### src/rtl/csa_accum_pkg.sv
// rtl/csa_accum_pkg.sv - shared state type and width helpers for the carry-save accumulator
package csa_accum_pkg;

  typedef enum logic [1:0] {
    ACCUM   = 2'd0,
    RESOLVE = 2'd1,
    OUTPUT  = 2'd2
  } state_e;

  // Wide enough that MAX_BEATS full beats of NUM_LANES words never wrap.
  function automatic int calc_bit_len(input int word_len, input int num_lanes, input int max_beats);
    return word_len + $clog2(num_lanes * max_beats);
  endfunction

  function automatic int calc_count_w(input int max_beats);
    return $clog2(max_beats + 1);
  endfunction

endpackage

### src/rtl/compressor_tree_3_to_2.sv
// rtl/compressor_tree_3_to_2.sv - reduces NUM_ELEMENTS words to a redundant sum/carry pair
module compressor_tree_3_to_2 #(
  parameter int NUM_ELEMENTS = 6,
  parameter int BIT_LEN      = 22
) (
  input  logic [BIT_LEN-1:0] elements_i [NUM_ELEMENTS],
  output logic [BIT_LEN-1:0] sum_o,
  output logic [BIT_LEN-1:0] carry_o
);

  logic [BIT_LEN-1:0] s_v;
  logic [BIT_LEN-1:0] c_v;
  logic [BIT_LEN-1:0] t_v;

  // Chain of full-adder rows; the carry out of the top bit is dropped, keeping results mod 2^BIT_LEN.
  always_comb begin
    s_v = elements_i[0];
    c_v = elements_i[1];
    t_v = '0;
    for (int i = 2; i < NUM_ELEMENTS; i++) begin
      t_v = s_v ^ c_v ^ elements_i[i];
      c_v = ((s_v & c_v) | (s_v & elements_i[i]) | (c_v & elements_i[i])) << 1;
      s_v = t_v;
    end
    sum_o   = s_v;
    carry_o = c_v;
  end

endmodule

### src/rtl/csa_accum_sequencer.sv
// rtl/csa_accum_sequencer.sv - multi-beat carry-save reduction with a single resolve add per result
module csa_accum_sequencer
  import csa_accum_pkg::*;
#(
  parameter int  NUM_LANES = 4,
  parameter int  WORD_LEN  = 16,
  parameter int  MAX_BEATS = 16,
  localparam int BIT_LEN   = calc_bit_len(WORD_LEN, NUM_LANES, MAX_BEATS),
  localparam int CNT_W     = calc_count_w(MAX_BEATS)
) (
  input  logic                clk,
  input  logic                rst,
  input  logic                in_valid,
  output logic                in_ready,
  input  logic [WORD_LEN-1:0] in_data [NUM_LANES],
  input  logic                in_last,
  output logic                out_valid,
  input  logic                out_ready,
  output logic [BIT_LEN-1:0]  out_sum,
  output logic [CNT_W-1:0]    out_count,
  output logic                out_ovf
);

  localparam logic [CNT_W-1:0] CNT_MAX = CNT_W'(MAX_BEATS);

  state_e             state_q;
  logic [BIT_LEN-1:0] acc_s_q;
  logic [BIT_LEN-1:0] acc_c_q;
  logic [CNT_W-1:0]   count_q;
  logic               ovf_q;
  logic [BIT_LEN-1:0] sum_q;

  logic [BIT_LEN-1:0] acc_s_d;
  logic [BIT_LEN-1:0] acc_c_d;
  logic [CNT_W-1:0]   count_d;
  logic [BIT_LEN-1:0] sum_d;
  logic [BIT_LEN-1:0] elems [NUM_LANES+2];
  logic               accept;

  always_comb begin
    for (int i = 0; i < NUM_LANES; i++) begin
      elems[i] = BIT_LEN'(in_data[i]);
    end
    elems[NUM_LANES]   = acc_s_q;
    elems[NUM_LANES+1] = acc_c_q;
  end

  compressor_tree_3_to_2 #(
    .NUM_ELEMENTS(NUM_LANES + 2),
    .BIT_LEN     (BIT_LEN)
  ) u_tree (
    .elements_i(elems),
    .sum_o     (acc_s_d),
    .carry_o   (acc_c_d)
  );

  assign in_ready  = (state_q == ACCUM) && !rst;
  assign out_valid = (state_q == OUTPUT) && !rst;
  assign accept    = in_valid && in_ready;
  assign count_d   = (count_q == CNT_MAX) ? count_q : count_q + 1'b1;
  assign sum_d     = acc_s_q + acc_c_q;

  assign out_sum   = sum_q;
  assign out_count = count_q;
  assign out_ovf   = ovf_q;

  always_ff @(posedge clk) begin
    if (rst) begin
      state_q <= ACCUM;
      acc_s_q <= '0;
      acc_c_q <= '0;
      count_q <= '0;
      ovf_q   <= 1'b0;
      sum_q   <= '0;
    end else begin
      case (state_q)
        ACCUM: begin
          if (accept) begin
            acc_s_q <= acc_s_d;
            acc_c_q <= acc_c_d;
            count_q <= count_d;
            if (count_q == CNT_MAX) ovf_q <= 1'b1;
            if (in_last) state_q <= RESOLVE;
          end
        end
        RESOLVE: begin
          sum_q   <= sum_d;
          state_q <= OUTPUT;
        end
        OUTPUT: begin
          // Handshake clears the reduction so the next beat starts fresh.
          if (out_ready) begin
            state_q <= ACCUM;
            acc_s_q <= '0;
            acc_c_q <= '0;
            count_q <= '0;
            ovf_q   <= 1'b0;
          end
        end
        default: state_q <= ACCUM;
      endcase
    end
  end

endmodule

### config.mk
export PLATFORM = sky130hd
export DESIGN_NAME = csa_accum_sequencer
export DESIGN_NICKNAME = d
export VERILOG_FILES = /design/src/rtl/csa_accum_pkg.sv /design/src/rtl/compressor_tree_3_to_2.sv /design/src/rtl/csa_accum_sequencer.sv
export SDC_FILE = /design/constraint.sdc
export NUM_CORES = 1
export LEC_CHECK = 0
export ABC_AREA = 1
export ABC_CLOCK_PERIOD_IN_PS = 3300
export CAP_MARGIN = 15
export CORE_ASPECT_RATIO = 1.2
export CORE_MARGIN = 2
export CORE_UTILIZATION = 40
export DETAILED_ROUTE_END_ITERATION = 10
export MAX_ROUTING_LAYER = met4
export PLACE_DENSITY = 0.65
export SLEW_MARGIN = 30
export SYNTH_ARGS = -nofsm -noshare
export SYNTH_HDL_FRONTEND = slang
export SYNTH_HIERARCHICAL = 1
export SYNTH_SLANG_ARGS = --single-unit
### constraint.sdc
create_clock -name clk -period 3.3 [get_ports clk]
set_input_delay 0.99 -clock clk [delete_from_list [all_inputs] [get_ports clk]]
set_output_delay 0.99 -clock clk [all_outputs]
set_load 0.05 [all_outputs]
==> out/results.ini <==
[cts]
postCtsHoldBufs=0
clock_latency_ns=0.34
cts_num_sinks=74
h-tree-depth=3
cts_setup_buffers=0
cts_made_buffers=9
root_buffer=clkbuf_16
cts_tree=built
clkSlewWorstSetupHoldPaths_ns=0.06
clock_tree.buffer_depth=2

[routing]
drc=0
wl_mm=13.88
routedWlPerCell_microns=12.25
viasPerCell=4.644
drt_pass1_iterations=4
vias=5262
drt_iter0_drc=237
ant_nets=0

[setup_path]
cp-end-kind=register
r2r_start=acc_s_q[0]
worst_path_most_repeated_cell=fa_1
worstPathArrival_ns=3.48
crit_chain=clkdlybuf4s50_1 > fa_2 > inv_2 > fa_1 > fa_1 > inv_1 > fa_1 > nand2_1 > a21oi_1
critPathBufInv=3
cp-startpoint=in_data[16]
critPathRequiredTime_ns=3.57
cp_max_fo=1
critPathMaxStageDelay_ns=0.49
cpLargestDelayFamily=adder cells
slowest_stage=fa_1
worstSetupPathType=in -> reg
cp-start-kind=input pin

[yosys]
synth_edf_count=0
synthTopCellsByArea=fa_1 27%, dfxtp_1 24%, nand2_1 12%, nand3_1 6.7%, inv_1 6.6%
async_flop_share_pct=0
yosysTopAreaCellShare_pct=26.79
synthFlopType=dfxtp_1
synth_seq_cells=74
synth_area_sq_mm=0.006128
synth_cells=802
syn_avg_cell_area_sq_um=7.641
synth-warning-count=6
yosys-top-cells-count=203 x nand2_1, 108 x inv_1, 82 x fa_1, 82 x nand3_1, 81 x nor2_1
yosysSeqAreaShare_pct=24.17
synth.most_common_cell=nand2_1
yosysTopAreaCell=fa_1
ys_types=26

[global_route]
gr-usage-met1_pct=23.61
grt_pass1_wl_mm=24.11
grt_pass1_vias=5274
grt_antenna_before_repair=0
grt_overflow=0
grt_max_degree=64
track_usage_pct=19.03
use_met2_pct=31.85
met3_usage_pct=2.308
busiest_layer=met2

[timing]
maxSlewViolCount=0
tightest_slew_ns=0.7242
skew_ns=0.006345
finalHoldViolCount=0
fin_crit_sh_pct=97.23
setup_viol=0
slew_headroom_pct=51.72
fmax_ghz=0.3117
fin_ws_ns=0.09147
period_needed_ns=3.209

[power]
p_switching_mw=1.179
peakVddDrop_v=0.0002458
p_int_mw=2.154
swShare_pct=35.37
total_power_mw=3.333
p_leak_nw=3.826
clkPwrFrac_pct=30.0
powerDensity_mw_per_mm2=425.5
pwr-share-seq_pct=32.1
combinationalPowerShare_pct=37.9

[run]
drv_cap=0

[placed_design]
pre_cts_slack_ns=-0.5382
hpwl_mm=10.98
port_buffers=98
place_congestion=0.8996

[floorplanning]
core-area_sq_mm=0.01496
start_util_pct=40.97
die-area_sq_mm=0.01633
die_h_microns=139.6
io-pin-count=99
std_cell_rows=49
die_width_microns=117.0

[cells_and_area]
drive_gt1_share_pct=5.813
n_antenna_cell=0
nNetsFinal=1101
syn2layout_area_growth_pct=27.83

[hold_path]
hold_start=out_ovf
hp-class=reg -> reg

[run_status]
status=finished, final reports clean

-- routing by layer --
metal,vias to the layer above,wire length [microns]
li1,2702,-
met1,2455,6034
met2,85,7084
met3,20,480
met4,0,278
met5,-,0
-- final timing paths --
path                                     to  slack (ns)  cells after the start
worst min-delay path                out_ovf        0.49                      2
worst max register to register  out_sum[16]        1.15                     13
worst max-delay path             acc_s_q[1]        0.09                      9
worst min register to register      out_ovf        0.49                      2
-- state kept, by name, indices dropped and copies added (netlist names) --
name       count
out_sum       22
state_q        2
out_count      5
acc_c_q       22
acc_s_q       22
out_ovf        1
-- power groups by stage --
stage | logic, mW | clock network [mW] | registers [mW]
after detailed placement | 1.27 | 0 | 1.09
after CTS | 1.26 | 1.02 | 1.07
after global placement | 1.26 | 0 | 1.09
after global routing | 1.46 | 1.06 | 1.09
final | 1.26 | 0.999 | 1.07
after floorplan | 0.879 | 0 | 1.13
-- cell type report --
type | count | area [sq um]
Clock buffer | 10 | 239.0
Clock inverter | 6 | 66.31
Fill cell | 1475 | 7126
Inverter | 112 | 420.4
Timing Repair Buffer | 104 | 1084
Sequential cell | 74 | 1481
Multi-Input combinational cell | 623 | 4288
Tap cell | 204 | 255.2
-- tightest hold or removal path, stage by stage, from the launching register on --
cell and delay [ns]:
dfxtp_1 0.33, nor2_1 0.05, nor2_1 0.07
-- repair_timing --
item,4_1_cts,5_1_grt
gates resized for setup,23,36
pin swaps,58,47
endpoints found under the setup margin,20,17
-- layout by cell type (no fill, tap or decap), types with 2 or more instances in the layout --
cell / n
nand4_1: 4
a21oi_1: 60
o21bai_1: 3
fa_2: 4
fa_1: 78
o21ai_0: 15
inv_2: 6
xnor2_1: 3
nor2_1: 80
xor2_1: 7
nand3_1: 82
nand2_2: 4
buf_12: 2
clkbuf_16: 9
conb_1: 33
ha_1: 26
dlygate4sd2_1: 18
nor2_2: 3
dfxtp_1: 74
nand2_1: 203
dlymetal6s2s_1: 26
nor3_1: 5
clkinvlp_4: 3
a21oi_2: 7
inv_1: 106
clkdlybuf4s50_1: 50
or2_2: 2
buf_4: 6
-- through the flow --
step	std cells	cell area (sq um)	hold WS, ns	util [%]	setup TNS (ns)
global route	1133	7834	0.5198	52.37	-0.003382
global placement	1117	7450	0.4526	49.80	-12.47
detailed placement	1117	7450	0.4847	49.80	-12.96
finish	1133	7834	0.4855	52.37	0
floorplan	833	6245	0.4795	-	0
CTS	1133	7740	0.4968	51.74	-0.03521
-- kinds of logic (layout without fill, tap and decap cells) --
family / Yosys count / count (layout) / synth area share (%)
other: 2 / 33 / 0.1225
adder cells (fa/ha/maj): 108 / 108 / 32.09
AO/OA/AOI/OAI: 85 / 85 / 7.064
AND/OR/NAND/NOR: 386 / 386 / 26.28
buffers and inverters: 136 / 232 / 8.391
XOR/XNOR: 11 / 11 / 1.878
flip-flops: 74 / 74 / 24.17
No activity file was read; power rests on OpenSTA's default activity.
